**config.mk**
```make
export PLATFORM = sky130hd
export DESIGN_NAME = histogram_control_flat
export DESIGN_NICKNAME = d
export VERILOG_FILES = /design/src/rtl/histogram_pkg.sv /design/src/rtl/histogram_control_if.sv /design/src/rtl/hist_wait_timer.sv /design/src/rtl/histogram_control.sv /design/src/flat_wrapper.sv
export SDC_FILE = /design/constraint.sdc
export NUM_CORES = 1
export LEC_CHECK = 0
export ABC_AREA = 1
export CAP_MARGIN = 15
export CELL_PAD_IN_SITES_DETAIL_PLACEMENT = 0
export CELL_PAD_IN_SITES_GLOBAL_PLACEMENT = 1
export CORE_AREA = 2 2 71 73
export DETAILED_ROUTE_END_ITERATION = 7
export DIE_AREA = 0 0 73 75
export DONT_BUFFER_PORTS = 1
export PLACE_DENSITY_LB_ADDON = 0.2
export SLEW_MARGIN = 40
export SYNTH_ARGS = -nofsm -noshare
export SYNTH_HDL_FRONTEND = slang
export SYNTH_SLANG_ARGS = --single-unit
```
**constraint.sdc**
```tcl
create_clock -name clock -period 1.32 [get_ports clock]
set_input_delay 0.066 -clock clock [delete_from_list [all_inputs] [get_ports clock]]
set_output_delay 0.066 -clock clock [all_outputs]
set_load 0.01 [all_outputs]
```
**src/rtl/histogram_pkg.sv**
```systemverilog
// Shared definitions for the histogram controller: state encoding, default
// geometry and the memory word width.
package histogram_pkg;

    localparam int DEFAULT_PIXELS_PER_FETCH = 32;
    localparam int DEFAULT_NUM_FETCHES      = 32;
    localparam int WORD_W                   = 128;
    localparam int TIMER_W                  = 3;

    typedef enum logic [3:0] {
        IDLE     = 4'd0,
        RD_IN    = 4'd1,
        WAIT_IN  = 4'd2,
        DATA_IN  = 4'd3,
        RD_SCR   = 4'd4,
        WAIT_SCR = 4'd5,
        DATA_SCR = 4'd6,
        WR       = 4'd7,
        SHIFT    = 4'd8,
        DONE     = 4'd9
    } state_t;

endpackage

```
**src/rtl/histogram_control_if.sv**
```systemverilog
// Handshake and memory-strobe bundle between the histogram controller and
// its environment; the controller takes the slave side.
interface histogram_control_if;

    logic        dut_run;
    logic        dut_busy;
    logic        dut_done;
    logic        set_read_address_input_mem;
    logic        read_data_ready_input_mem;
    logic        set_read_address_scratch_mem;
    logic        read_data_ready_scratch_mem;
    logic        set_write_address_scratch_mem;
    logic        shift_scratch_memory_rw_address;
    logic [31:0] perf_cycles;

    modport master (
        output dut_run,
        input  dut_busy, dut_done,
        input  set_read_address_input_mem, read_data_ready_input_mem,
        input  set_read_address_scratch_mem, read_data_ready_scratch_mem,
        input  set_write_address_scratch_mem, shift_scratch_memory_rw_address,
        input  perf_cycles
    );

    modport slave (
        input  dut_run,
        output dut_busy, dut_done,
        output set_read_address_input_mem, read_data_ready_input_mem,
        output set_read_address_scratch_mem, read_data_ready_scratch_mem,
        output set_write_address_scratch_mem, shift_scratch_memory_rw_address,
        output perf_cycles
    );

endinterface

```
**src/rtl/hist_wait_timer.sv**
```systemverilog
// Memory-latency countdown shared by both wait states; loading it in the read
// state makes the following wait state last exactly MEM_LATENCY cycles.
module hist_wait_timer
    import histogram_pkg::*;
#(
    parameter int MEM_LATENCY = 1
) (
    input  logic clock,
    input  logic reset,
    input  logic i_load,
    output logic o_expired
);

    logic [TIMER_W-1:0] r_count;

    // Countdown register: reload on a read issue, then count down to zero.
    always_ff @(posedge clock) begin
        if (reset) begin
            r_count <= {TIMER_W{1'b0}};
        end else if (i_load) begin
            r_count <= TIMER_W'(MEM_LATENCY - 1);
        end else if (r_count != {TIMER_W{1'b0}}) begin
            r_count <= r_count - TIMER_W'(1);
        end else begin
            r_count <= r_count;
        end
    end

    assign o_expired = (r_count == {TIMER_W{1'b0}});

endmodule

```
**src/rtl/histogram_control.sv**
```systemverilog
// Histogram controller: sequences input fetches and per-pixel scratch
// read-modify-write strobes. Define HIST_CTRL_PERF_EN for the busy-cycle counter.
module histogram_control
    import histogram_pkg::*;
#(
    parameter int NUM_FETCHES      = DEFAULT_NUM_FETCHES,
    parameter int PIXELS_PER_FETCH = DEFAULT_PIXELS_PER_FETCH,
    parameter int MEM_LATENCY      = 1
) (
    input  logic               clock,
    input  logic               reset,
    histogram_control_if.slave bus
);

    localparam int PIX_W   = $clog2(PIXELS_PER_FETCH) + 1;
    localparam int FETCH_W = $clog2(NUM_FETCHES) + 1;
    localparam logic [PIX_W-1:0]   PIX_LAST   = PIX_W'(PIXELS_PER_FETCH - 1);
    localparam logic [FETCH_W-1:0] FETCH_LAST = FETCH_W'(NUM_FETCHES - 1);

    state_t             r_state;
    logic [PIX_W-1:0]   r_pix_cnt;
    logic [FETCH_W-1:0] r_fetch_cnt;
    logic r_busy, r_done, r_in_rd, r_in_rdy, r_scr_rd, r_scr_rdy, r_scr_wr, r_shift;
    logic w_timer_load, w_timer_expired;

    assign w_timer_load = (r_state == RD_IN) || (r_state == RD_SCR);

    hist_wait_timer #(.MEM_LATENCY(MEM_LATENCY)) u_wait_timer (
        .clock     (clock),
        .reset     (reset),
        .i_load    (w_timer_load),
        .o_expired (w_timer_expired)
    );

    // Sequencer: each branch sets the next state and the one-hot strobe that state owns.
    always_ff @(posedge clock) begin
        if (reset) begin
            r_state     <= IDLE;
            r_pix_cnt   <= {PIX_W{1'b0}};
            r_fetch_cnt <= {FETCH_W{1'b0}};
            r_busy      <= 1'b0;
            r_done      <= 1'b0;
            r_in_rd     <= 1'b0;
            r_in_rdy    <= 1'b0;
            r_scr_rd    <= 1'b0;
            r_scr_rdy   <= 1'b0;
            r_scr_wr    <= 1'b0;
            r_shift     <= 1'b0;
        end else begin
            r_busy    <= 1'b1;
            r_done    <= 1'b0;
            r_in_rd   <= 1'b0;
            r_in_rdy  <= 1'b0;
            r_scr_rd  <= 1'b0;
            r_scr_rdy <= 1'b0;
            r_scr_wr  <= 1'b0;
            r_shift   <= 1'b0;
            case (r_state)
                IDLE: begin
                    if (bus.dut_run) begin
                        r_state     <= RD_IN;
                        r_in_rd     <= 1'b1;
                        r_fetch_cnt <= {FETCH_W{1'b0}};
                    end else begin
                        r_state <= IDLE;
                        r_busy  <= 1'b0;
                    end
                end
                RD_IN: r_state <= WAIT_IN;
                WAIT_IN: begin
                    if (w_timer_expired) begin
                        r_state  <= DATA_IN;
                        r_in_rdy <= 1'b1;
                    end else begin
                        r_state <= WAIT_IN;
                    end
                end
                DATA_IN: begin
                    r_state   <= RD_SCR;
                    r_scr_rd  <= 1'b1;
                    r_pix_cnt <= {PIX_W{1'b0}};
                end
                RD_SCR: r_state <= WAIT_SCR;
                WAIT_SCR: begin
                    if (w_timer_expired) begin
                        r_state   <= DATA_SCR;
                        r_scr_rdy <= 1'b1;
                    end else begin
                        r_state <= WAIT_SCR;
                    end
                end
                DATA_SCR: begin
                    r_state  <= WR;
                    r_scr_wr <= 1'b1;
                end
                WR: begin
                    r_state <= SHIFT;
                    r_shift <= 1'b1;
                end
                SHIFT: begin
                    // SHIFT sits between the write and the next read so a repeated bin sees its update.
                    r_pix_cnt <= r_pix_cnt + PIX_W'(1);
                    if (r_pix_cnt != PIX_LAST) begin
                        r_state  <= RD_SCR;
                        r_scr_rd <= 1'b1;
                    end else if (r_fetch_cnt != FETCH_LAST) begin
                        r_state     <= RD_IN;
                        r_in_rd     <= 1'b1;
                        r_fetch_cnt <= r_fetch_cnt + FETCH_W'(1);
                    end else begin
                        r_state <= DONE;
                        r_done  <= 1'b1;
                    end
                end
                DONE: begin
                    r_state <= IDLE;
                    r_busy  <= 1'b0;
                end
                default: begin
                    r_state <= IDLE;
                    r_busy  <= 1'b0;
                end
            endcase
        end
    end

    assign bus.dut_busy                        = r_busy;
    assign bus.dut_done                        = r_done;
    assign bus.set_read_address_input_mem      = r_in_rd;
    assign bus.read_data_ready_input_mem       = r_in_rdy;
    assign bus.set_read_address_scratch_mem    = r_scr_rd;
    assign bus.read_data_ready_scratch_mem     = r_scr_rdy;
    assign bus.set_write_address_scratch_mem   = r_scr_wr;
    assign bus.shift_scratch_memory_rw_address = r_shift;

`ifdef HIST_CTRL_PERF_EN
    logic        w_run_accept;
    logic [31:0] r_perf_cycles;

    assign w_run_accept = (r_state == IDLE) && bus.dut_run;

    // Busy-cycle counter: cleared by an accepted start, saturating, frozen while idle.
    always_ff @(posedge clock) begin
        if (reset) begin
            r_perf_cycles <= 32'd0;
        end else if (w_run_accept) begin
            r_perf_cycles <= 32'd0;
        end else if (r_busy && (r_perf_cycles != 32'hFFFF_FFFF)) begin
            r_perf_cycles <= r_perf_cycles + 32'd1;
        end else begin
            r_perf_cycles <= r_perf_cycles;
        end
    end

    assign bus.perf_cycles = r_perf_cycles;
`else
    assign bus.perf_cycles = 32'd0;
`endif

endmodule

```
**src/flat_wrapper.sv**
```systemverilog
// flat-port wrapper written by rule: the top's interface ports become plain ports
module histogram_control_flat import histogram_pkg::*;
#(
    parameter int NUM_FETCHES      = DEFAULT_NUM_FETCHES,
    parameter int PIXELS_PER_FETCH = DEFAULT_PIXELS_PER_FETCH,
    parameter int MEM_LATENCY      = 1
)
  (clock, reset, bus_dut_run, bus_dut_busy, bus_dut_done, bus_set_read_address_input_mem, bus_read_data_ready_input_mem, bus_set_read_address_scratch_mem, bus_read_data_ready_scratch_mem, bus_set_write_address_scratch_mem, bus_shift_scratch_memory_rw_address, bus_perf_cycles);
  histogram_control_if bus_i ();
  input  logic clock;
  input  logic reset;
  input wire logic [$bits(bus_i.dut_run)-1:0] bus_dut_run;
  output wire logic [$bits(bus_i.dut_busy)-1:0] bus_dut_busy;
  output wire logic [$bits(bus_i.dut_done)-1:0] bus_dut_done;
  output wire logic [$bits(bus_i.set_read_address_input_mem)-1:0] bus_set_read_address_input_mem;
  output wire logic [$bits(bus_i.read_data_ready_input_mem)-1:0] bus_read_data_ready_input_mem;
  output wire logic [$bits(bus_i.set_read_address_scratch_mem)-1:0] bus_set_read_address_scratch_mem;
  output wire logic [$bits(bus_i.read_data_ready_scratch_mem)-1:0] bus_read_data_ready_scratch_mem;
  output wire logic [$bits(bus_i.set_write_address_scratch_mem)-1:0] bus_set_write_address_scratch_mem;
  output wire logic [$bits(bus_i.shift_scratch_memory_rw_address)-1:0] bus_shift_scratch_memory_rw_address;
  output wire logic [$bits(bus_i.perf_cycles)-1:0] bus_perf_cycles;
  assign bus_i.dut_run = bus_dut_run;
  assign bus_dut_busy = bus_i.dut_busy;
  assign bus_dut_done = bus_i.dut_done;
  assign bus_set_read_address_input_mem = bus_i.set_read_address_input_mem;
  assign bus_read_data_ready_input_mem = bus_i.read_data_ready_input_mem;
  assign bus_set_read_address_scratch_mem = bus_i.set_read_address_scratch_mem;
  assign bus_read_data_ready_scratch_mem = bus_i.read_data_ready_scratch_mem;
  assign bus_set_write_address_scratch_mem = bus_i.set_write_address_scratch_mem;
  assign bus_shift_scratch_memory_rw_address = bus_i.shift_scratch_memory_rw_address;
  assign bus_perf_cycles = bus_i.perf_cycles;
  histogram_control #(.NUM_FETCHES(NUM_FETCHES), .PIXELS_PER_FETCH(PIXELS_PER_FETCH), .MEM_LATENCY(MEM_LATENCY)) u_core (.clock(clock), .reset(reset), .bus(bus_i));
endmodule
```
### Word-level counts from Yosys, hierarchy flattened

Cells that the tools add are included.

| word-level totals | value |
|---|---|
| bits in registers | 27 |
| latch bits | 0 |
| RAM bits | 0 |
| bits in read-only memories | 0 |
| bits of input ports | 3 |
| logic and storage cells | 65 |
| memories | 0 |

| operators by class | value |
|---|---|
| add/subtract/negate cells | 3 |
| multipliers | 0 |
| div/mod/pow operators | 0 |
| order comparisons | 0 |
| eq/ne operators | 13 |
| shift operators | 0 |
| muxes and demuxes | 22 |
| bitwise logic cells | 3 |
| reductions and logical operators | 12 |

Operator list:

| kind | number |
|---|---|
| 4-bit case mux with 9 select lines | 1 |
| 6-bit case mux with 2 select lines | 2 |
| 6-bit 2-to-1 mux | 3 |
| 4-bit by 3-bit == test with 1-bit output (second input constant) | 4 |
| 6-bit by 1-bit adder with 6-bit output (second input constant) | 2 |
| 6-bit by 5-bit inequality test with 1-bit output (second input constant) | 2 |
| 1-bit 2-to-1 mux | 10 |
| 4-bit by 2-bit == test with 1-bit output (second input constant) | 2 |
| 4-bit 2-to-1 mux | 2 |
| 8-bit OR reduction | 1 |
| 1-bit case mux with 2 select lines | 3 |
| 2-bit OR reduction | 3 |
| 4-bit by 1-bit == test with 1-bit output (second input constant) | 1 |
| 4-bit == test (second input constant) | 1 |
| 4-bit zero test | 1 |
| 2-bit inequality test (second input constant) | 2 |
| 4-bit AND reduction | 1 |
| 2-bit nonzero test | 2 |
| 3-bit zero test | 1 |
| 1-bit inverter | 3 |
| 3-bit nonzero test | 1 |
| 3-bit OR reduction | 1 |
| 3-bit by 1-bit subtractor with 3-bit output (second input constant) | 1 |
| 2-bit 2-to-1 mux | 1 |
| 2 further kinds | 2 |

### Longest topological paths before layout

Gate-level depths: netlist of run 1.

| logic depth | value |
|---|---|
| depth after elaboration | 4 |
| depth in mapped cells | 9 |

### By module

A second synthesis of run 1 with hierarchy kept.

| unflattened totals | value |
|---|---|
| cell total of the unflattened synthesis | 224 |
| area, all modules | 1582.8 µm² |

Modules (own cells, without submodules):

| module | instances | cells an instance | area each (µm²) | sequential area each (µm²) |
|---|---|---|---|---|
| histogram_control | 1 | 201 | 1418.9 | 480.5 |
| hist_wait_timer | 1 | 23 | 163.9 | 60.1 |

### Worst setup path before layout of run 1

OpenSTA, ideal clock, no wires.

| path | value |
|---|---|
| path kind | reg-to-reg |
| start | register u_core.r_pix_cnt[0] |
| end | register u_core.r_fetch_cnt[0] |
| library setup time | 0.112 ns |
| arrival time | 1.164 ns |
| data required time | 1.208 ns |
| path slack | 0.045 ns |
| cell stages (with the launch flop) | 9 |
| buffers on the path | 0 |
| clock period less this slack | 1.275 ns |
| cells stage by stage | dfxtp_1 > ha_1 > nand3_2 > nor2_4 > nand3_4 > nand2_4 > inv_2 > nor2_2 > nor2_1 |

| between the ends | value |
|---|---|
| longest elaborated chain between the ends | 3 |

Ends and longest elaborated chain:

| what | line | RTL |
|---|---|---|
| start, declared | histogram_control.sv:21 | `logic [PIX_W-1:0] r_pix_cnt;` |
| start signal, assigned | histogram_control.sv:39 | `r_pix_cnt <= {PIX_W{1'b0}};` |
| start signal, assigned | histogram_control.sv:81 | `r_pix_cnt <= {PIX_W{1'b0}};` |
| start signal, assigned | histogram_control.sv:102 | `r_pix_cnt <= r_pix_cnt + PIX_W'(1);` |
| 6-bit by 5-bit inequality test with 1-bit output | histogram_control.sv:103 | `if (r_pix_cnt != PIX_LAST) begin` |
| 2-bit inequality test (no line) | - |  |
| 4-bit AND reduction (no line) | - |  |
| end signal, assigned | histogram_control.sv:40 | `r_fetch_cnt <= {FETCH_W{1'b0}};` |
| end signal, assigned | histogram_control.sv:63 | `r_fetch_cnt <= {FETCH_W{1'b0}};` |
| end signal, assigned | histogram_control.sv:109 | `r_fetch_cnt <= r_fetch_cnt + FETCH_W'(1);` |
| end, declared | histogram_control.sv:22 | `logic [FETCH_W-1:0] r_fetch_cnt;` |

No other way between the ends.
A chain may end at the register's enable or synchronous reset.

### Worst setup path after layout of run 1

| path | value |
|---|---|
| start | register u_core.r_state[1] |
| end | register u_core.r_pix_cnt[4] |

| between the ends | value |
|---|---|
| longest elaborated chain between the ends | 2 |
| elaborated cells on any way between the ends | 4 |
| those cells by class | eq/ne (2); mux (1); reduce/logical (1) |

Ends and longest elaborated chain:

| what | line | RTL |
|---|---|---|
| start, declared | histogram_control.sv:20 | `state_t r_state;` |
| start signal, assigned | histogram_control.sv:38 | `r_state <= IDLE;` |
| start signal, assigned | histogram_control.sv:61 | `r_state <= RD_IN;` |
| start signal, assigned | histogram_control.sv:65 | `r_state <= IDLE;` |
| 4-bit == test / 4-bit by 2-bit == test with 1-bit output (equally long branches) | histogram_control.sv:58 | `case (r_state)` |
| 6-bit case mux with 2 select lines / 2-bit nonzero test (equally long branches) | - |  |

Parallel ways exist; a longest one is shown, timed or not.

==> results of run 1 <==
## worst max-delay path by stage
stage                                                     to  cells past startpoint                          startpoint
after floorplan           u_core.r_fetch_cnt[0]$_SDFFE_PP0P_                      8    u_core.r_pix_cnt[0]$_SDFFE_PP0P_
after global placement    u_core.r_fetch_cnt[0]$_SDFFE_PP0P_                      8    u_core.r_pix_cnt[0]$_SDFFE_PP0P_
after detailed placement  u_core.r_fetch_cnt[0]$_SDFFE_PP0P_                      8    u_core.r_pix_cnt[0]$_SDFFE_PP0P_
after CTS                 u_core.r_fetch_cnt[0]$_SDFFE_PP0P_                      9  u_core.r_fetch_cnt[1]$_SDFFE_PP0P_
after global routing      u_core.r_fetch_cnt[0]$_SDFFE_PP0P_                      8        u_core.r_state[1]$_SDFF_PP0_
final                       u_core.r_pix_cnt[4]$_SDFFE_PP0P_                      7        u_core.r_state[1]$_SDFF_PP0_
## what timing repair did
action                                  4_1_cts  5_1_grt
hold endpoints to repair                     15       14
gates resized for setup                       8       19
endpoints found under the setup margin        8       17
setup buffers                                 1        6
pin swaps                                     4        7
## critical path, cell delays in order, from the launching register on
cell                      delay (ps)
sky130_fd_sc_hd__dfxtp_2         340
sky130_fd_sc_hd__inv_2            70
sky130_fd_sc_hd__nand2_4          60
sky130_fd_sc_hd__nor2_4          240
sky130_fd_sc_hd__buf_6           140
sky130_fd_sc_hd__buf_4           100
sky130_fd_sc_hd__nand2_1          40
sky130_fd_sc_hd__o211a_1         190
## state kept, by name (all words and copies together) (netlist names)
name and cells:
u_core.r_fetch_cnt 6, u_core.bus.read_data_ready_input_mem 1, u_core.u_wait_timer.r_count 3, u_core.bus.read_data_ready_scratch_mem 1
u_core.bus.dut_done 1, u_core.bus.set_read_address_input_mem 1, u_core.r_pix_cnt 6, u_core.r_state 4
u_core.bus.set_write_address_scratch_mem 1, u_core.bus.shift_scratch_memory_rw_address 1, u_core.bus.set_read_address_scratch_mem 1, u_core.bus.dut_busy 1
## logic make-up after synthesis
logic type / synth area share (%)
AND/OR/NAND/NOR: 29.7
other: 0.235
AO/OA/AOI/OAI: 9.66
buffers and inverters: 22.2
XOR/XNOR: 1.10
adder cells (fa/ha/maj): 3.14
flip-flops: 33.9
## power by group
part	internal [mW]	switching (mW)	leakage (nW)
logic	0.150	0.222	0.557
registers	0.856	0.0295	0.222
clock network	0.222	0.290	0.0261
## metrics by stage
| step | utilization, % | worst slack (ps) | cell area (um2) |
|---|---|---|---|
| floorplan | - | 44.6 | 1710 |
| global placement | 35.9 | -37.5 | 1670 |
| detailed placement | 35.9 | -23.3 | 1670 |
| CTS | 38.0 | 4.24 | 1770 |
| global route | 39.8 | -36.5 | 1860 |
| finish | 39.8 | 45.0 | 1860 |
## layer usage
layer	vias up	wire length [um]	track usage (%)
met5	-	0	0
met4	0	34	4.94
met1	522	1560	17.0
li1	667	-	-
met3	2	108	1.61
met2	29	1370	18.4
## placed cells by master (no fill, tap or decap), types with 6 or more instances in the layout
cell type,instances
sky130_fd_sc_hd__inv_1,16
sky130_fd_sc_hd__nand3_1,11
sky130_fd_sc_hd__nand2_2,8
sky130_fd_sc_hd__a21oi_1,11
sky130_fd_sc_hd__inv_2,8
sky130_fd_sc_hd__conb_1,32
sky130_fd_sc_hd__nand2_1,35
sky130_fd_sc_hd__dfxtp_2,8
sky130_fd_sc_hd__dfxtp_1,19
sky130_fd_sc_hd__buf_4,27
sky130_fd_sc_hd__nor2_1,22
sky130_fd_sc_hd__o21ai_0,6
## cell type report
cell class / instances / share of cell area [%]
clock buffer: 3 / 2.22
clock inverter: 1 / 0.472
inverter: 25 / 5.19
multi-input combinational: 158 / 46.8
sequential: 27 / 29.6
tap: 54 / 3.64
timing repair buffer: 29 / 12.1
==> implementation parameters, run 1 <==
Parameter                              Value

CTS
  Max H-tree Level    1
  Later-pin clock latency in the skew report    280 ps
  Clock slew at reported path FFs    110 ps
  CTS tree    built
  Max Root-Sink Buffers    2
  Hold buffers post-CTS    1
  Count of clock tree sinks    27
  Clk root buf    sky130_fd_sc_hd__clkbuf_8
  Number of clock buffers inserted by TritonCTS    3

Placement
  Post-DP HPWL    2280 um
  Port Buffer Count    0
  Placed cells    285
  Final estimated routing congestion in global placement    0.729

Timing
  Final hold vios    14
  Aggregate negative setup slack    0 ps
  Post-route fraction of the period consumed by the critical path    96.6%
  Setup repair after global routing missed its margin    yes
  Timing-limited maximum frequency    784 MHz
  Setup-failing EPs final    0
  Worst clock skew    10.2 ps
  Post-layout min period    1280 ps
  Final max-slew violation count    0
  Final-layout worst hold slack    -166 ps

Worst setup path
  Required time of the worst setup path    1510 ps
  Critical Path Source Type    register
  Worst Setup End Kind    register
  Data arrival time of the critical path    1460 ps
  Reg2reg start    u_core.r_state[1]$_SDFF_PP0_
  Cells on worst reg2reg path    7
  Flop2flop setup slack    40 ps
  Largest fanout on the critical path    8
  Worst reg2reg endpoint    u_core.r_pix_cnt[4]$_SDFFE_PP0P_
  Crit path kind    register to register

Synthesis
  Leading register cell type out of synthesis    sky130_fd_sc_hd__dfxtp_1
  List of most frequent post-synthesis cells    sky130_fd_sc_hd__nand2_1 (38), sky130_fd_sc_hd__buf_4 (32), sky130_fd_sc_hd__dfxtp_1 (27)
  Number of synthesized flops with an enable pin    0
  Fraction of synthesized cell area taken by the top area cell type    33.9%
  Leading post-synthesis cells by cell area    sky130_fd_sc_hd__dfxtp_1 (34%), sky130_fd_sc_hd__buf_4 (15%), sky130_fd_sc_hd__nand2_1 (9.0%)
  Leading cell type by number of instances after synthesis    sky130_fd_sc_hd__nand2_1
  Async set or reset register ratio after synthesis    0%
  Number of synthesis warnings    0
  Register bit count reported by yosys    27
  Sequential share of the synthesized area    33.9%
  Synth Area per Inst    7.44 um2
  Post-synthesis cell type count    31
  Post-Synthesis Cells    214
  Post-synth design cell area    0.00159 mm2
  Yosys top cell by area    sky130_fd_sc_hd__dfxtp_1

Drt
  1st-iter DRT viols    44
  Number of vias per cell after detailed routing    4.11
  Detailed-router iteration count before antenna repair    4
  Detail Route Antenna Nets    0
  Residual DRC    0
  Average detailed-routed wire length per instance    10.3 um
  Via count of the routed design    1,220
  Routed Wire Length    3070 um

GRT
  First-pass GRT wire length    5070 um
  Antenna violations before repair    0
  Overall Global Routing Usage    12.0%
  Overflow left after global routing    0
  Largest net degree at the start of global routing    18
  Via count of the first global-routing pass    1,107

Layout
  Diode insertion count for antenna repair    0
  Final cell count without fillers    297
  Multi-input combinational cell area    868 um2
  Filler cell count    488
  Final #Nets    251
  Post-synthesis to final-layout area growth    16.6%
  Share of layout cells above drive strength 1    30.9%
  FF/Latch Area    551 um2

Power and ir drop
  Maximum ir drop on the vdd rail    392 uV
  Static leakage power    0.806 nW
  Post-layout total power    1.77 mW
  Pwr dens    953 mW/mm2

Floorplanning
  Die ar.    0.00548 mm2
  Floorplan die height    75 um
  Boundary Pins    43
  Die width    73 um
  Initial cell density of the core    34.2%
  Std-Cell Rows    25
  Core Area    0.00466 mm2

Worst hold path
  Hold-critical path depth    1
  Kind of path behind the tightest hold check    primary input to register
  Source of the worst hold timing path    reset
  Worst Hold Path EP    u_core.r_state[0]$_SDFF_PP0_

Flow run
  Number of maximum-capacitance constraint violations    0

Run status
  Violated checks    negative hold slack
  Result of the run    finished, violations left
Power figures use the tool's default switching activity.
==> run 2: changes to the inputs <==
--- a/config.mk
+++ b/config.mk
@@ -13,6 +13,7 @@
 export DETAILED_ROUTE_END_ITERATION = 7
 export DIE_AREA = 0 0 73 75
 export DONT_BUFFER_PORTS = 1
+export HOLD_SLACK_MARGIN = 0.08
 export PLACE_DENSITY_LB_ADDON = 0.2
 export SLEW_MARGIN = 40
 export SYNTH_ARGS = -nofsm -noshare
==> run 2 against run 1 <==
Net effect: largest power group unchanged; the flow still finishes with violations (negative hold slack); critical path type unchanged; largest cell class unchanged; clock power about the same; sequential power about the same; worst setup slack improved by 1.3 ps; hold slack about the same; global-route usage about the same; critical path depth unchanged.
==> implementation parameters, run 2 (synthesized netlist as in run 1, its figures left out) <==
Parameter                              Value

Layout
  Post-synthesis to final-layout area growth    17.2%
  Most used cells in the layout excluding fill and tap cells    sky130_fd_sc_hd__nand2_1 (35), sky130_fd_sc_hd__conb_1 (32), sky130_fd_sc_hd__buf_4 (27), sky130_fd_sc_hd__nor2_1 (22), sky130_fd_sc_hd__dfxtp_1 (19)
  Filler cell count    484 (-0.82%)
  Final #Nets    252 (+0.40%)
  Final cell count without fillers    298 (+0.34%)
  Registers with the most flip-flops    u_core.r_fetch_cnt: 6 flops, u_core.r_pix_cnt: 6 flops, u_core.r_state: 4 flops
  Most frequent standard cell in the layout excluding fill and tap cells    sky130_fd_sc_hd__nand2_1
  Share of layout cells above drive strength 1    30.7% (-0.13 points)
  Post-route core utilization    40.1% (+0.21 points)
  Diode insertion count for antenna repair    0 (unchanged)

Timing
  Final-layout worst hold slack    -165 ps (+0.378 ps)
  Timing-limited maximum frequency    785 MHz (+0.10%)
  Final max-slew violation count    0 (unchanged)
  Setup repair after global routing missed its margin    yes
  Post-route fraction of the period consumed by the critical path    96.5% (-0.098 points)
  Aggregate negative setup slack    0 ps (unchanged)
  Post-layout min period    1270 ps (-1.30 ps)
  Worst clock skew    10.4 ps (+0.260 ps)
  Setup-failing EPs final    0 (unchanged)
  Final hold vios    14 (unchanged)

Run status
  Violated checks    negative hold slack
  Result of the run    finished, violations left

GRT
  Largest net degree at the start of global routing    18 (unchanged)
  Antenna violations before repair    0 (unchanged)
  Via count of the first global-routing pass    1,109 (+0.18%)
  Overflow left after global routing    0 (unchanged)
  Overall Global Routing Usage    12.0% (+0.028 points)
  First-pass GRT wire length    5080 um (+0.14%)

Drt
  Detail Route Antenna Nets    0 (unchanged)
  Average detailed-routed wire length per instance    10.3 um (-0.50%)
  Residual DRC    0 (unchanged)
  Routed Wire Length    3070 um (-0.16%)
  Number of vias per cell after detailed routing    4.12 (+0.24%)
  Detailed-router iteration count before antenna repair    4 (unchanged)
  Via count of the routed design    1,227 (+0.57%)
  1st-iter DRT viols    55 (+25%)

Placement
  Placed cells    285 (unchanged)
  Port Buffer Count    0 (unchanged)
  Final estimated routing congestion in global placement    0.729 (unchanged)
  Post-DP HPWL    2280 um (unchanged)

Floorplanning
  Std-Cell Rows    25 (unchanged)
  Die ar.    0.00548 mm2 (unchanged)
  Initial cell density of the core    34.2% (unchanged)
  Floorplan die height    75 um (unchanged)
  Boundary Pins    43 (unchanged)
  Core Area    0.00466 mm2 (unchanged)
  Die width    73 um (unchanged)

Power and ir drop
  Static leakage power    0.810 nW (+0.52%)
  Post-layout total power    1.77 mW (about the same)
  Pwr dens    948 mW/mm2 (-0.49%)
  Maximum ir drop on the vdd rail    391 uV (-0.22%)

Worst setup path
  Data arrival time of the critical path    1460 ps (about the same)
  Worst Setup End Kind    register
  Reg2reg start    u_core.r_state[1]$_SDFF_PP0_
  Flop2flop setup slack    50 ps (about the same)
  Cells on worst reg2reg path    7 (unchanged)
  Startpoint of the most critical setup path    u_core.r_state[1]$_SDFF_PP0_
  Crit path kind    register to register
  Largest fanout on the critical path    8 (unchanged)
  Critical Path Source Type    register
  Required time of the worst setup path    1510 ps (about the same)

Worst hold path
  Source of the worst hold timing path    reset
  Hold-critical path depth    1 (unchanged)
  Kind of path behind the tightest hold check    primary input to register

CTS
  Number of clock buffers inserted by TritonCTS    3 (unchanged)
  CTS tree    built
  Clock slew at reported path FFs    110 ps (about the same)
  Count of clock tree sinks    27 (unchanged)
  Clk root buf    sky130_fd_sc_hd__clkbuf_8
  Later-pin clock latency in the skew report    280 ps (about the same)
  Max Root-Sink Buffers    2 (unchanged)
  Max H-tree Level    1 (unchanged)
  Hold buffers post-CTS    2 (+1)

Flow run
  Number of maximum-capacitance constraint violations    0 (unchanged)
==> run 2: changes by cell type in the layout (fill, tap and decap cells not counted) <==
cell                            delta
sky130_fd_sc_hd__dlygate4sd3_1     +1
==> run 2: critical path: stages, from the launching register on <==
cell and delay (ps):
sky130_fd_sc_hd__dfxtp_2 340, sky130_fd_sc_hd__inv_2 70, sky130_fd_sc_hd__nand2_4 60, sky130_fd_sc_hd__nor2_4 240
sky130_fd_sc_hd__buf_6 140, sky130_fd_sc_hd__buf_4 100, sky130_fd_sc_hd__nand2_1 40, sky130_fd_sc_hd__o211a_1 190
==> run 2: cell type report <==
| type | instances | area [um2] | share of cell area (%) |
|---|---|---|---|
| multi-input combinational | 158 | 868 | 46.5 |
| timing repair buffer | 30 | 234 | 12.5 |
| clock buffer | 3 | 41.3 | 2.21 |
| inverter | 25 | 96.3 | 5.16 |
| tap | 54 | 67.6 | 3.62 |
| clock inverter | 1 | 8.76 | 0.469 |
| sequential | 27 | 551 | 29.5 |
==> run 2: per-stage QoR <==
| stage | area, um2 | setup WS, ps |
|---|---|---|
| finish | 1870 | 46.3 |
| global route | 1870 | -36.5 |
| CTS | 1780 | 4.24 |
| detailed placement | 1670 | -23.3 |
| global placement | 1670 | -37.5 |
| floorplan | 1710 | 44.6 |
==> run 2: what timing repair did <==
item,CTS,global route
buffers inserted,1,6
setup endpoints to repair,8,17
pin swaps,4,7
resized for setup,8,19
hold endpoints to repair,19,14
==> run 2: power breakdown <==
group / total (mW) / switching, mW / leakage, nW / internal [mW]
Combinational: 0.374 / 0.223 / 0.561 / 0.152
Sequential: 0.885 / 0.0295 / 0.222 / 0.856
Clock: 0.510 / 0.288 / 0.0261 / 0.222
Total: 1.77 / 0.540 / 0.810 / 1.23
==> run 2: layer usage <==
layer	share of wire, %	up-vias	global-route usage [%]
met4	1.1	0	4.94
met5	0	-	0
met3	3.5	2	1.61
met2	45	29	18.5
met1	51	526	17.0
li1	-	670	-
==> run 2: path summary, 6_finish.rpt <==
| check | to |
|---|---|
| setup / recovery | u_core.r_pix_cnt[4]$_SDFFE_PP0P_ |
| hold / removal | u_core.r_state[0]$_SDFF_PP0_ |
| setup reg to reg | u_core.r_pix_cnt[4]$_SDFFE_PP0P_ |
| hold reg to reg | u_core.u_wait_timer.r_count[1]$_SDFFE_PP0P_ |
==> run 3: changes to the inputs <==
==> constraint.sdc (replaced) <==
create_clock -name clock -period 1.32 [get_ports clock]
set_input_delay 0.264 -clock clock [delete_from_list [all_inputs] [get_ports clock]]
set_output_delay 0.264 -clock clock [all_outputs]
set_load 0.01 [all_outputs]
==> run 3 against run 2 <==
Net effect: the flow now finishes without violations; first-iteration DRC count is 25% lower; die area stayed put; cell count is 0.67% lower; largest power group unchanged; non-clock buffer count is 2 lower; via count stayed put.
==> implementation parameters, run 3 (synthesized netlist as in run 1, its figures left out) <==
Parameter                              Value

Layout
  Most frequent standard cell in the layout excluding fill and tap cells    sky130_fd_sc_hd__nand2_1
  Post-synthesis to final-layout area growth    15.9%
  Share of layout cells above drive strength 1    31.0% (+0.25 points)
  Final #Nets    250 (-0.79%)
  Registers with the most flip-flops    u_core.r_fetch_cnt: 6 flops, u_core.r_pix_cnt: 6 flops, u_core.r_state: 4 flops
  Most used cells in the layout excluding fill and tap cells    sky130_fd_sc_hd__nand2_1 (35), sky130_fd_sc_hd__conb_1 (32), sky130_fd_sc_hd__buf_4 (27), sky130_fd_sc_hd__nor2_1 (22), sky130_fd_sc_hd__dfxtp_1 (19)
  Finished Cell Area    0.00185 mm2 (-1.1%)
  Post-route core utilization    39.6% (-0.43 points)
  Diode insertion count for antenna repair    0 (unchanged)

Power and ir drop
  Pwr dens    956 mW/mm2 (+0.89%)
  Static leakage power    0.802 nW (-1.0%)
  Maximum ir drop on the vdd rail    392 uV (+0.21%)

Drt
  Detail Route Antenna Nets    0 (unchanged)
  1st-iter DRT viols    41 (-25%)
  Residual DRC    0 (unchanged)
  Via count of the routed design    1,227 (unchanged)
  Number of vias per cell after detailed routing    4.15 (+0.68%)
  Detailed-router iteration count before antenna repair    4 (unchanged)
  Average detailed-routed wire length per instance    10.4 um (+0.91%)
  Routed Wire Length    3070 um (+0.23%)

Placement
  Cell area after placement    0.00167 mm2 (unchanged)
  Post-DP HPWL    2280 um (unchanged)
  Port Buffer Count    0 (unchanged)
  Final estimated routing congestion in global placement    0.729 (unchanged)

CTS
  Max Root-Sink Buffers    2 (unchanged)
  Clock slew at reported path FFs    110 ps (about the same)
  Max H-tree Level    1 (unchanged)
  Later-pin clock latency in the skew report    280 ps (about the same)
  Clk root buf    sky130_fd_sc_hd__clkbuf_8
  Number of clock buffers inserted by TritonCTS    3 (unchanged)
  CTS tree    built
  Count of clock tree sinks    27 (unchanged)

Run status
  Result of the run    finished clean

Floorplanning
  Die width    73 um (unchanged)
  Std-Cell Rows    25 (unchanged)
  Floorplan die height    75 um (unchanged)
  Boundary Pins    43 (unchanged)
  Core Area    0.00466 mm2 (unchanged)
  Die ar.    0.00548 mm2 (unchanged)
  Initial cell density of the core    34.2% (unchanged)

Timing
  Setup-failing EPs final    0 (unchanged)
  Final hold vios    0 (-14)
  Post-route fraction of the period consumed by the critical path    96.6% (+0.097 points)
  Final max-slew violation count    0 (unchanged)
  Worst clock skew    10.2 ps (-0.266 ps)
  Setup repair after global routing missed its margin    yes
  Timing-limited maximum frequency    784 MHz (about the same)
  Post-layout min period    1270 ps (+1.27 ps)

GRT
  Antenna violations before repair    0 (unchanged)
  First-pass GRT wire length    5070 um (-0.14%)
  Overflow left after global routing    0 (unchanged)
  Via count of the first global-routing pass    1,102 (-0.63%)
  Largest net degree at the start of global routing    18 (unchanged)
  Overall Global Routing Usage    12.0% (-0.028 points)

Worst setup path
  Crit path kind    register to register
  Required time of the worst setup path    1510 ps (about the same)
  Data arrival time of the critical path    1460 ps (about the same)
  Critical Path Source Type    register
  Largest fanout on the critical path    8 (unchanged)
  Cells on worst reg2reg path    7 (unchanged)
  Worst Setup End Kind    register

Worst hold path
  Kind of path behind the tightest hold check    primary input to register
  Hold-critical path depth    1 (unchanged)

Flow run
  Number of maximum-capacitance constraint violations    0 (unchanged)
## run 3: changes by cell type in the layout (fill, tap and decap cells not counted), sizes merged
cell	previous run	this run
dlygate4sd3	2	0
## run 3: timing repair
action	in CTS	in global routing
hold endpoints to repair	13	13
endpoints found under the setup margin	8	17
gates resized for setup	8	19
setup buffers	1	6
pin swaps	4	7
## run 3: cell type report
cell class / count / area (um2)
Sequential cell: 27 / 551
Timing Repair Buffer: 28 / 214
Clock inverter: 1 / 8.76
Inverter: 25 / 96.3
Fill cell: 489 / 2810
Multi-Input combinational cell: 158 / 868
Tap cell: 54 / 67.6
Clock buffer: 3 / 41.3
## run 3: worst max-delay path, stage by stage, from the launching register on
cell	delay [ps]
sky130_fd_sc_hd__dfxtp_2	340
sky130_fd_sc_hd__inv_2	70
sky130_fd_sc_hd__nand2_4	60
sky130_fd_sc_hd__nor2_4	240
sky130_fd_sc_hd__buf_6	140
sky130_fd_sc_hd__buf_4	100
sky130_fd_sc_hd__nand2_1	40
sky130_fd_sc_hd__o211a_1	190
## run 3: final timing paths
path	from	to	slack (ps)
max	u_core.r_state[1]$_SDFF_PP0_	u_core.r_pix_cnt[4]$_SDFFE_PP0P_	50
max reg2reg	u_core.r_state[1]$_SDFF_PP0_	u_core.r_pix_cnt[4]$_SDFFE_PP0P_	50
min reg2reg	u_core.u_wait_timer.r_count[1]$_SDFFE_PP0P_	u_core.u_wait_timer.r_count[1]$_SDFFE_PP0P_	460
min	reset	u_core.r_state[0]$_SDFF_PP0_	30
## run 3: through the flow
stage	total power [mW]	hold slack, ps	instances	setup slack [ps]	TNS, ps
after floorplan	1.20	406	245	44.6	0
after global placement	1.24	332	285	-37.5	-92.1
after detailed placement	1.23	331	285	-23.3	-43.3
after CTS	1.75	28.2	290	4.24	0
after global routing	1.88	11.1	296	-36.5	-166
final	1.77	32.5	296	45.0	0
## run 3: routing by layer
layer  up-vias  routed length (um)  global-route usage (%)  part of all wire (%)
met4         0                  34                    4.94                   1.1
met2        31                1370                    18.4                    45
met5         -                   0                       0                     0
met1       529                1560                    17.0                    51
li1        665                   -                       -                     -
met3         2                 105                    1.61                   3.4
## run 3: report_power, final
part	total, mW	switching [mW]	internal (mW)
clock	0.512	0.290	0.222
combinational	0.369	0.221	0.148
sequential	0.885	0.0295	0.856
